`config.mk`:
```
export PLATFORM = sky130hd
export DESIGN_NAME = serial_negate_mc
export DESIGN_NICKNAME = d
export VERILOG_FILES = /design/src/rtl/serial_negate_pkg.sv /design/src/rtl/serial_negate_lane.sv /design/src/rtl/serial_negate_mc.sv
export SDC_FILE = /design/constraint.sdc
export NUM_CORES = 1
export LEC_CHECK = 0
export BUFFER_PORTS_ARGS = -buffer_cell sky130_fd_sc_hd__buf_2
export CAP_MARGIN = 20
export CORE_MARGIN = 10
export CORE_UTILIZATION = 30
export CTS_CLUSTER_DIAMETER = 120
export DETAILED_ROUTE_END_ITERATION = 6
export GPL_ROUTABILITY_DRIVEN = 0
export HOLD_SLACK_MARGIN = 0.06
export PLACE_DENSITY = 0.46
export SYNTH_ARGS = -nofsm -noshare
export SYNTH_HDL_FRONTEND = slang
export SYNTH_SLANG_ARGS = --single-unit
```
`constraint.sdc`:
```
create_clock -name clk -period 1.85 [get_ports clk]
set_clock_uncertainty 0.15 [all_clocks]
set_input_delay 0.0925 -clock clk [delete_from_list [all_inputs] [get_ports clk]]
set_output_delay 0.0925 -clock clk [all_outputs]
set_load 0.05 [all_outputs]
```
`src/rtl/serial_negate_pkg.sv`:
```
// Shared mode encodings and the per-word invert decision for the serial two's-complement unit.
package serial_negate_pkg;

  typedef logic [1:0] mode_t;

  localparam mode_t MODE_PASS = 2'b00;
  localparam mode_t MODE_NEG  = 2'b01;
  localparam mode_t MODE_ABS  = 2'b10;

  // Reserved encoding 2'b11 behaves as pass.
  function automatic logic invert_decision(input mode_t mode, input logic sign);
    case (mode)
      MODE_NEG: return 1'b1;
      MODE_ABS: return sign;
      default:  return 1'b0;
    endcase
  endfunction

endpackage

```
`src/rtl/serial_negate_lane.sv`:
```
// One serial lane: input word buffer, output shift register and serial negate/overflow logic.
module serial_negate_lane
  import serial_negate_pkg::*;
#(
  parameter int unsigned WORD_W = 8
) (
  input  logic  clk,
  input  logic  n_reset,
  input  logic  accept,
  input  logic  load,
  input  logic  advance,
  input  logic  last_next,
  input  mode_t mode,
  input  logic  in_bit,
  output logic  out_bit,
  output logic  out_ovf
);

  logic [WORD_W-2:0] ibuf;
  logic [WORD_W-1:0] word;
  logic [WORD_W-2:0] sreg;
  logic              invert;
  logic              seen_one;

  // Shifting in from the MSB end leaves a full word aligned after WORD_W
  // accepted bits, so a restarted (discarded) word needs no explicit clear.
  assign word = {in_bit, ibuf};

  always_ff @(posedge clk) begin
    if (n_reset) begin
      ibuf     <= '0;
      sreg     <= '0;
      invert   <= 1'b0;
      seen_one <= 1'b0;
      out_bit  <= 1'b0;
      out_ovf  <= 1'b0;
    end else begin
      if (accept) ibuf <= word[WORD_W-1:1];

      if (load) begin
        sreg     <= word[WORD_W-1:1];
        invert   <= invert_decision(mode, in_bit);
        seen_one <= word[0];
        out_bit  <= word[0];
        out_ovf  <= 1'b0;
      end else if (advance) begin
        sreg     <= sreg >> 1;
        seen_one <= seen_one | sreg[0];
        out_bit  <= sreg[0] ^ (invert & seen_one);
        // Most-negative word: no 1 below the MSB, MSB set.
        out_ovf  <= last_next & invert & ~seen_one & sreg[0];
      end else begin
        seen_one <= 1'b0;
        out_bit  <= 1'b0;
        out_ovf  <= 1'b0;
      end
    end
  end

endmodule

```
`src/rtl/serial_negate_mc.sv`:
```
// Multi-channel word-framed bit-serial pass/negate/abs unit with shared framing and output sequencing.
module serial_negate_mc
  import serial_negate_pkg::*;
#(
  parameter int unsigned CHANNELS = 4,
  parameter int unsigned WORD_W   = 8
) (
  input  logic                clk,
  input  logic                n_reset,
  input  logic                in_valid,
  input  logic                in_first,
  input  logic [CHANNELS-1:0] in_bit,
  input  logic [1:0]          mode,
  output logic                out_valid,
  output logic                out_first,
  output logic                out_last,
  output logic [CHANNELS-1:0] out_bit,
  output logic [CHANNELS-1:0] out_ovf,
  output logic                frame_err
);

  localparam int unsigned    CW       = $clog2(WORD_W);
  localparam logic [CW-1:0]  LAST_BIT = CW'(WORD_W - 1);
  localparam logic [CW-1:0]  PRE_LAST = CW'(WORD_W - 2);

  typedef enum logic {IN_IDLE, IN_WORD} in_state_t;

  in_state_t     in_state;
  logic [CW-1:0] icnt;
  logic [CW-1:0] ocnt;
  mode_t         mode_q;

  logic accept;
  logic load;
  logic advance;
  logic last_next;

  assign accept    = in_valid & (in_first | (in_state == IN_WORD));
  assign load      = in_valid & ~in_first & (in_state == IN_WORD) & (icnt == LAST_BIT);
  // A new load takes priority so a word arriving on out_last chains directly.
  assign advance   = out_valid & ~out_last & ~load;
  assign last_next = advance & (ocnt == PRE_LAST);

  always_ff @(posedge clk) begin
    if (n_reset) begin
      in_state  <= IN_IDLE;
      icnt      <= '0;
      ocnt      <= '0;
      mode_q    <= MODE_PASS;
      frame_err <= 1'b0;
      out_valid <= 1'b0;
      out_first <= 1'b0;
      out_last  <= 1'b0;
    end else begin
      frame_err <= in_valid & in_first & (in_state == IN_WORD);

      if (in_valid) begin
        if (in_first) begin
          in_state <= IN_WORD;
          icnt     <= CW'(1);
          mode_q   <= mode;
        end else if (in_state == IN_WORD) begin
          if (icnt == LAST_BIT) begin
            in_state <= IN_IDLE;
            icnt     <= '0;
          end else begin
            icnt <= icnt + 1'b1;
          end
        end
      end

      if (load) begin
        out_valid <= 1'b1;
        out_first <= 1'b1;
        out_last  <= 1'b0;
        ocnt      <= '0;
      end else if (advance) begin
        out_first <= 1'b0;
        out_last  <= last_next;
        ocnt      <= ocnt + 1'b1;
      end else begin
        out_valid <= 1'b0;
        out_first <= 1'b0;
        out_last  <= 1'b0;
        ocnt      <= '0;
      end
    end
  end

  for (genvar i = 0; i < CHANNELS; i++) begin : g_lane
    serial_negate_lane #(.WORD_W(WORD_W)) u_lane (
      .clk       (clk),
      .n_reset   (n_reset),
      .accept    (accept),
      .load      (load),
      .advance   (advance),
      .last_next (last_next),
      .mode      (mode_q),
      .in_bit    (in_bit[i]),
      .out_bit   (out_bit[i]),
      .out_ovf   (out_ovf[i])
    );
  end

endmodule

```
# Yosys cells after proc, flatten, opt, wreduce, memory -nomap -nowiden
# Cells that the tools add are included.
# op_classes
add_sub_neg	2
eq_ne	5
n_mux	37
bitwise	42
n_reduce_logical	5
# op_table
cell	count
$mux 7	8
$and 1x1->1	25
$mux 1	22
$mux 3	3
$not 1->1	8
$pmux 1 s2	4
$add 3x1->3 const B	2
$eq 3x3->1 const B	2
$or 1x1->1	5
$reduce_and 2->1	2
$reduce_bool 2->1	2
$xor 1x1->1	4
$reduce_or 3->1	1
$eq 2x1->1 const B	1
$eq 2x2->1 const B	1
$ne 2x2->1 const B	1
# word_totals
ff_bits	85
inputBits	10
out_inout_bits	12
wordCells	123

# Longest topological paths before layout
# Gate-level depths: netlist of the first run.
# logic_depth
ltp_word	10
mapped_depth	7
ltp_nobuf	5

# Hierarchy
# From an unflattened synthesis of the first run, not the netlist that was laid out.
# hier_totals
hier_cells	368
area_unflattened_um2	3801.1
# by_module_without_submodules
module	instances	cells_per_inst	area_each_um2	seq_area_each_um2
serial_negate_lane	4	78	800.8	360.3
serial_negate_mc	1	56	598.1	260.2

# Least setup slack after synthesis of the first run
# OpenSTA, ideal clock, no wires.
# synth_timing
kind	register to register
from	register icnt[0]
to	register g_lane[0].u_lane.out_ovf
setup_time_ps	73
arrival_time_ps	1693
required_ps	1627
setup_slack_ps	-66
path_stages_with_launch	7
path_buffers	1
period_less_slack_ps	1916
path_cell_list	dfxtp_1 -> ha_1 -> ha_1 -> and4b_1 -> buf_6 -> or4_4 -> nor3_2
# synth_between
elab_chain_cells	8
word_cells_on_any_way	10
classes_between	eq/ne: 1; bitwise: 8; reduce/logical: 1
# synth_rtl
item	line	text
from (decl)	serial_negate_mc.sv:29	logic [CW-1:0] icnt;
from (signal assigned)	serial_negate_mc.sv:67	icnt <= icnt + 1'b1;
$eq 3x3->1 *	serial_negate_mc.sv:39	assign load = in_valid & ~in_first & (in_state == IN_WORD) & (icnt == LAST_BIT);
$and 1x1->1 *	serial_negate_mc.sv:39	
$not 1->1	serial_negate_mc.sv:41	assign advance = out_valid & ~out_last & ~load;
$and 1x1->1	serial_negate_mc.sv:41	
$and 1x1->1	serial_negate_mc.sv:42	assign last_next = advance & (ocnt == PRE_LAST);
$and 1x1->1 (3 in a row)	serial_negate_lane.sv:51	out_ovf <= last_next & invert & ~seen_one & sreg[0];
to (signal assigned)	serial_negate_lane.sv:51	
to (decl)	serial_negate_lane.sv:16	output logic out_ovf
# Every way passes the cells marked *; elsewhere a longest branch is shown, timed or not.
# A chain may end at the register's enable or synchronous reset.

# Worst setup path after layout of the first run
# layout_timing
from	input n_reset
to	register g_lane[1].u_lane.ibuf[0]
# layout_lines
item	line	text
from (decl)	serial_negate_mc.sv:9	input logic n_reset,
to (signal assigned)	serial_negate_lane.sv:38	if (accept) ibuf <= word[WORD_W-1:1];
to (decl)	serial_negate_lane.sv:19	logic [WORD_W-2:0] ibuf;
# No word-level cell between the ends.

==> reports/qor_table.md, run 1 <==
| Step | Item | Reported |
|:---|:---|:---|
| outcome | Status | finished, final reports clean |
| yosys | Number of instances in the synthesized netlist | 404 |
| floorplanning | Height of the die | 125 um |
| yosys | Netlist cell types | 30 |
| power | Switching power | 0.780 mW |
| setup path | Critical Path AT | 1840 ps |
| detailed routing | Total iterations of the first detailed-routing run | 5 |
| setup path | Type of element capturing the critical path | register |
| yosys | Fraction of post-synthesis cell area in the top cell type by area | 51.0% |
| cells and area | Flip-flop and latch area | 1700 sq um |
| power | Power density normalized to cell area | 961 nW/um^2 |
| yosys | Post-synthesis cell area | 3340 sq um |
| grt | GRT overflow | 0 |
| floorplanning | Initial cell density of the core | 30.8% |
| yosys | Yosys warning total | 0 |
| setup path | Critical Path RT | 1920 ps |
| cells and area | Number of filler instances in the final layout | 1173 |
| setup path | Worst setup path class | in -> reg |
| power | Part of the total power dissipated in sequential elements | 47.6% |
| yosys | Share of synthesized area occupied by flip-flops and latches | 51.0% |
| power | Switching portion of total power | 20.1% |
| power | Leak | 1.44 nW |
| flow run | Max-capacitance violation count | 0 |
| yosys | Most frequent cell after synthesis | sky130_fd_sc_hd__nand2_1 |
| grt | Met2 demand-to-capacity share in global routing | 16.4% |
| yosys | Commonest register cell after synthesis | sky130_fd_sc_hd__dfxtp_1 |
| grt | GRT met3 Usage | 2.92% |
| yosys | Main combinational cell family by area after synthesis | simple AND/OR/NAND/NOR gates |
| clock tree | Clock-pin slew reported for the worst setup and hold paths after clock tree synthesis | 90 ps |
| grt | GRT Max-Usage Layer | met2 |
| grt | GRT Resource Usage Total | 10.4% |
| floorplanning | Io pins | 22 |
| floorplanning | Core region area | 10800 sq um |
| sta | Minimum clock period after layout | 1770 ps |
| cells and area | Number of antenna cells inserted | 0 |
| worst hold path | Hold/Removal Path Class | in -> reg |
| setup path | Kind of start point of the critical path | primary input |
| clock tree | Maximum buffer depth of the clock tree | 2 |
| grt | Met1 global-route usage | 13.5% |
| floorplanning | FP Rows | 38 |
| setup path | Critical Path Start | n_reset |
| sta | Max-slew violation count | 0 |
| yosys | Share of cell area taken by muxes after synthesis | 0% |
| sta | Worst max-slew margin expressed relative to the limit | 72.1% |
| clock tree | Number of sinks driven by the clock tree | 85 |
| clock tree | Clock tree from TritonCTS | done |
| detailed routing | WL final | 8020 um |
| setup path | Worst R2R Start | icnt[1] |
| floorplanning | Die area | 15700 sq um |
| floorplanning | Die X-Extent | 125 um |
| sta | RSZ-0062 raised after global routing | false |
| yosys | Area share of fa/ha/maj cells after synthesis | 2.25% |
| place | HPWL Detailed | 4810 um |
| sta | Final Hold Violating Endpoints | 0 |
| place | Total of buffers placed on input and output ports | 21 |
| detailed routing | Remaining antenna violation count | 0 |
| power | Internal power | 3.11 mW |
| power | Clock share of power | 48.4% |
| grt | Pin count of the biggest net entering global routing | 58 |
| yosys | EDFF count, synth | 0 |
| detailed routing | Routed length per placed instance | 14.1 um |
| yosys | Syn Nets | 420 |
| cells and area | Syn-to-layout area delta | 21.3% |
| sta | Share of the clock period used by the worst path after layout | 95.8% |
| cells and area | Multi-input combinational cell area | 1460 sq um |
| clock tree | Total CTS buffers | 9 |
| clock tree | Buffer count from post-CTS setup fixing | 0 |
| clock tree | Clock insertion delay at the later pin of the skew report | 340 ps |
| grt | Number of global-route vias before repair | 2761 |
| yosys | Biggest area contributors in the synthesized netlist | sky130_fd_sc_hd__dfxtp_1, sky130_fd_sc_hd__nand2_1, sky130_fd_sc_hd__a21oi_1, sky130_fd_sc_hd__a211oi_1, sky130_fd_sc_hd__nor2_1 |
| detailed routing | Detailed Route Iter0 Violations | 143 |
| yosys | Synthesized-area fraction occupied by and/or/nand/nor cells | 19.7% |
| sta | Final-report setup violation count | 0 |
| power | Maximum vdd drop | 0.318 mV |
| detailed routing | Number of vias per cell after detailed routing | 4.74 |
| worst hold path | Min-delay src | in_valid |
| detailed routing | DRC violation count after routing | 0 |
| clock tree | Clock tree root buffer cell | sky130_fd_sc_hd__clkbuf_8 |
| detailed routing | Count of vias placed by the detailed router | 2690 |
| setup path | Top fanout value on the critical path | 13 |
| yosys | Share of flip-flops with an asynchronous set or reset after synthesis | 0% |
| sta | Setup TNS | 0 ps |
| yosys | Cell type with the highest aggregate area in the netlist | sky130_fd_sc_hd__dfxtp_1 |
| cells and area | Post-route core utilization | 37.3% |
| yosys | Ranking of synthesized cells by instance count | sky130_fd_sc_hd__nand2_1, sky130_fd_sc_hd__dfxtp_1, sky130_fd_sc_hd__a21oi_1 |
| yosys | Mean post-synth cell area | 8.26 sq um |
| yosys | Count of state elements after synthesis | 85 |
| yosys | Xor/xnor cell area share of the yosys netlist | 1.31% |
| cells and area | Ratio of cells with drive above 1 in the final layout | 14.8% |
| yosys | Compound-Gate Fraction of Synth Area | 19.4% |
| cells and area | Fin nets | 438 |
| grt | Initial antenna violation count | 0 |
| grt | First-pass GRT wire length | 13800 um |
| sta | Pin slew with the least headroom to its limit | 416 ps |
| sta | Maximum operating frequency | 564 MHz |
| clock tree | CTS H-tree depth | 3 |
| power | Part of the total power dissipated in combinational logic | 4.1% |
## cells in the final DEF (no fill, tap or decap), types with 7 or more instances in the layout
cell type,instances
sky130_fd_sc_hd__a211oi_1,22
sky130_fd_sc_hd__buf_4,7
sky130_fd_sc_hd__nor2_1,31
sky130_fd_sc_hd__dfxtp_1,85
sky130_fd_sc_hd__dlygate4sd3_1,12
sky130_fd_sc_hd__buf_2,21
sky130_fd_sc_hd__a21oi_1,69
sky130_fd_sc_hd__nand2_1,104
sky130_fd_sc_hd__clkbuf_8,10
## layer usage
metal  up-vias  wire, um
met1      1258      4030
met5         -         0
li1       1398         -
met2        32      3670
met3         2       273
met4         0        40
## repair_timing
item / 4_1_cts / 5_1_grt
setup endpoints to repair: 0 / 8
hold buffers: 13 / 0
gates resized for setup: 0 / 4
hold endpoints to repair: 26 / 0
## final timing paths
kind	end	slack (ps)	cells after the start
setup / recovery	g_lane[1].u_lane.ibuf[0]	80	4
hold / removal	icnt[1]	170	4
setup reg to reg	g_lane[2].u_lane.out_ovf	100	5
hold reg to reg	g_lane[1].u_lane.sreg[1]	310	2
## power by group through the flow
stage / sequential [mW] / combinational (mW) / clock (mW)
final: 1.85 / 0.158 / 1.88
after detailed placement: 1.89 / 0.139 / 0
after CTS: 1.85 / 0.161 / 1.93
after global routing: 1.85 / 0.176 / 2.00
after global placement: 1.89 / 0.140 / 0
after floorplan: 1.89 / 0.0799 / 0
## metrics by stage
stage / std cells / hold slack, ps / setup WS (ps) / total power, mW / instance area [sq um]
floorplan: 404 / 78.5 / 0.870 / 1.97 / 3350
global placement: 539 / 213 / 58.4 / 2.03 / 3610
detailed placement: 539 / 214 / 26.1 / 2.03 / 3610
CTS: 568 / 159 / 7.76 / 3.94 / 4040
global route: 567 / 196 / 13.2 / 4.03 / 4050
finish: 567 / 166 / 76.8 / 3.89 / 4050
## cells by family after synthesis
logic type | Yosys count
AOI/OAI and AO/OA | 110
xor gates and xnor gates | 5
adders and majority gates | 6
buffers and inverters | 43
DFF | 85
and+or+nand+nor | 155
## flip-flops by register name, indices dropped and copies added (netlist names)
| register | flops |
|---|---|
| g_lane.u_lane.seen_one | 4 |
| frame_err | 1 |
| ocnt | 3 |
| g_lane.u_lane.out_bit | 4 |
| g_lane.u_lane.sreg | 28 |
| mode_q | 2 |
| in_state | 1 |
| out_first | 1 |
| g_lane.u_lane.ibuf | 28 |
| g_lane.u_lane.out_ovf | 4 |
| out_last | 1 |
| out_valid | 1 |
| icnt | 3 |
| g_lane.u_lane.invert | 4 |
## critical path: stages
cell and delay (ps):
sky130_fd_sc_hd__dlygate4sd3_1 520, sky130_fd_sc_hd__buf_2 290, sky130_fd_sc_hd__dlygate4sd3_1 860, sky130_fd_sc_hd__a21oi_1 80
## area by class of cell
type / count / area share, %
timing repair buffer: 46 / 9.84
inverter: 4 / 0.371
clock buffer: 10 / 3.40
sequential: 85 / 42.1
multi-input combinational: 276 / 36.1
tap: 140 / 4.33
clock inverter: 6 / 3.90
No activity file was read; power rests on OpenSTA's default activity.
==> run 2: changes to the inputs <==
--- a/config.mk
+++ b/config.mk
@@ -13,6 +13,7 @@
 export DETAILED_ROUTE_END_ITERATION = 6
 export GPL_ROUTABILITY_DRIVEN = 0
 export HOLD_SLACK_MARGIN = 0.06
+export MAX_ROUTING_LAYER = met4
 export PLACE_DENSITY = 0.46
 export SYNTH_ARGS = -nofsm -noshare
 export SYNTH_HDL_FRONTEND = slang
==> run 2 against run 1 <==
Via count hardly changed; critical path type is now reg -> reg; fmax is 0.61% lower; register-to-register slack worse by 30 ps; sequential share of layout area is 0.065 points higher; sequential cell count stayed put; sequential power hardly changed; design area is 0.15% lower; wire length hardly changed; cell count stayed put; combinational power hardly changed; global-route usage is 0.31 points higher.
==> reports/qor_table.md, run 2 (same netlist as run 1, synthesis figures left out) <==
| Step | Item | Reported |
|:---|:---|:---|
| floorplanning | Height of the die | 125 um |
| floorplanning | Die area | 15700 sq um |
| grt | Pin count of the biggest net entering global routing | 58 |
| place | Post-Place Worst Slack | 26.1 ps |
| flow run | Max-capacitance violation count | 0 |
| grt | GRT overflow | 0 |
| sta | Setup TNS | 0 ps |
| detailed routing | Count of vias placed by the detailed router | 2688 |
| clock tree | Buffer count from post-CTS setup fixing | 0 |
| cells and area | Post-route core utilization | 37.3% |
| cells and area | Leading cell type in the layout, fill and taps excluded | sky130_fd_sc_hd__nand2_1 |
| cells and area | Largest registers in the final layout | g_lane.u_lane.ibuf x28, g_lane.u_lane.sreg x28 |
| clock tree | Clock tree from TritonCTS | done |
| clock tree | Clock-pin slew reported for the worst setup and hold paths after clock tree synthesis | 80 ps |
| sta | Final-report setup violation count | 0 |
| detailed routing | Remaining antenna violation count | 0 |
| floorplanning | Die X-Extent | 125 um |
| power | Power density normalized to cell area | 962 nW/um^2 |
| floorplanning | Initial cell density of the core | 30.8% |
| setup path | Critical Path, Cell by Cell | ha_2, ha_4, and4b_1, or3_1, o22ai_1 |
| clock tree | CTS H-tree depth | 3 |
| cells and area | Post-Layout Cell Count | 567 |
| setup path | Critical path buffers and inverters | 0 |
| sta | Max-slew violation count | 0 |
| setup path | Top fanout value on the critical path | 7 |
| cells and area | Ratio of cells with drive above 1 in the final layout | 14.3% |
| clock tree | Total CTS buffers | 9 |
| floorplanning | Core region area | 10800 sq um |
| sta | Final Hold Violating Endpoints | 0 |
| sta | Worst max-slew margin expressed relative to the limit | 72.1% |
| setup path | Top cell family by delay on the critical path | simple AND/OR/NAND/NOR gates |
| setup path | Endpoint of the worst register-to-register path | g_lane[0].u_lane.out_bit |
| setup path | Type of element capturing the critical path | register |
| worst hold path | Worst hold stages | 4 |
| power | Total power | 3.89 mW |
| sta | Worst hold margin | 170 ps |
| cells and area | Fin nets | 438 |
| setup path | Peak per-stage delay on the critical path | 490 ps |
| sta | RSZ-0062 raised after global routing | true |
| place | HPWL Detailed | 4810 um |
| floorplanning | Io pins | 22 |
| setup path | Register-to-register setup slack | 70 ps |
| place | Cell area reported after detailed placement | 3610 sq um |
| cells and area | Syn-to-layout area delta | 21.1% |
| detailed routing | Detailed Route Iter0 Violations | 129 |
| worst hold path | Min-delay src | in_valid |
| cells and area | Highest-count cells in the layout ignoring fill and taps | sky130_fd_sc_hd__nand2_1, sky130_fd_sc_hd__dfxtp_1, sky130_fd_sc_hd__a21oi_1 |
| clock tree | Number of sinks driven by the clock tree | 85 |
| worst hold path | Hold worst-path end | icnt[1] |
| setup path | Worst setup path class | reg -> reg |
| setup path | Depth of the most critical reg-to-reg path | 5 |
| clock tree | Clock insertion delay at the later pin of the skew report | 340 ps |
| floorplanning | FP Rows | 38 |
| sta | Pin slew with the least headroom to its limit | 418 ps |
| clock tree | Clock tree root buffer cell | sky130_fd_sc_hd__clkbuf_8 |
| power | Leak | 1.44 nW |
| sta | Minimum clock period after layout | 1780 ps |
| cells and area | Number of antenna cells inserted | 0 |
| grt | First-pass GRT wire length | 13800 um |
| detailed routing | WL final | 8010 um |
| place | Total of buffers placed on input and output ports | 21 |
| setup path | Kind of start point of the critical path | register |
| detailed routing | Total iterations of the first detailed-routing run | 5 |
| power | Maximum vdd drop | 0.317 mV |
| setup path | Critical Path RT | 1960 ps |
| grt | Number of global-route vias before repair | 2753 |
| detailed routing | DRC violation count after routing | 0 |
| grt | GRT Resource Usage Total | 10.7% |
| grt | Initial antenna violation count | 0 |
| worst hold path | Hold/Removal Path Class | in -> reg |
| outcome | Status | finished, final reports clean |
| setup path | Worst R2R Start | icnt[1] |
| place | Number of cells in the design after placement | 539 |
| setup path | Highest-delay cell along the critical path | sky130_fd_sc_hd__or3_1 |
| sta | Final worst slack | 65.9 ps |
| detailed routing | Routed length per placed instance | 14.1 um |
| sta | Maximum operating frequency | 560 MHz |
| cells and area | Finished Cell Area | 4040 sq um |
| sta | Share of the clock period used by the worst path after layout | 96.4% |
| setup path | Critical Path AT | 1890 ps |
| detailed routing | Number of vias per cell after detailed routing | 4.74 |
| clock tree | Maximum buffer depth of the clock tree | 2 |
-- run 2: cell counts in the layout (fill, tap and decap cells not counted) --
No cell type changed its count.
-- run 2: worst min-delay path, stage by stage --
cell	delay, ps
sky130_fd_sc_hd__buf_2	160
sky130_fd_sc_hd__and3b_1	200
sky130_fd_sc_hd__a22oi_1	90
sky130_fd_sc_hd__nor2_1	80
-- run 2: report_power, final --
group / leakage (nW) / total, mW / internal [mW] / switching [mW]
Clock: 0.143 / 1.88 / 1.21 / 0.670
Combinational: 0.610 / 0.158 / 0.0603 / 0.0975
Sequential: 0.686 / 1.85 / 1.84 / 0.00895
-- run 2: cell type report --
| class | count | area [sq um] |
|---|---|---|
| Inverter | 4 | 15.0 |
| Multi-Input combinational cell | 276 | 1450 |
| Clock buffer | 10 | 138 |
| Timing Repair Buffer | 46 | 398 |
| Fill cell | 1175 | 6800 |
| Sequential cell | 85 | 1700 |
| Tap cell | 140 | 175 |
| Clock inverter | 6 | 158 |
-- run 2: worst max-delay path by stage --
stage / startpoint / to / slack [ps] / cells after the start
after floorplan: icnt[0] / g_lane[0].u_lane.out_ovf / 0.9 / 6
after global placement: icnt[1] / g_lane[2].u_lane.out_ovf / 60 / 5
after detailed placement: icnt[1] / g_lane[2].u_lane.out_ovf / 30 / 5
after CTS: icnt[1] / g_lane[2].u_lane.out_ovf / 8 / 5
after global routing: icnt[1] / g_lane[3].u_lane.out_bit / -0.1 / 5
final: icnt[1] / g_lane[0].u_lane.out_bit / 70 / 5
-- run 2: per-layer routing --
layer	GRT usage, %	wire length, um
met1	13.6	4020
met2	16.3	3670
met3	2.92	272
met4	2.85	40
met5	-	0
-- run 2: what timing repair did --
| item | 4_1_cts | 5_1_grt |
|---|---|---|
| hold buffers | 13 | 0 |
| endpoints found under the setup margin | 0 | 8 |
| hold endpoints to repair | 26 | 0 |
| resized for setup | 0 | 2 |
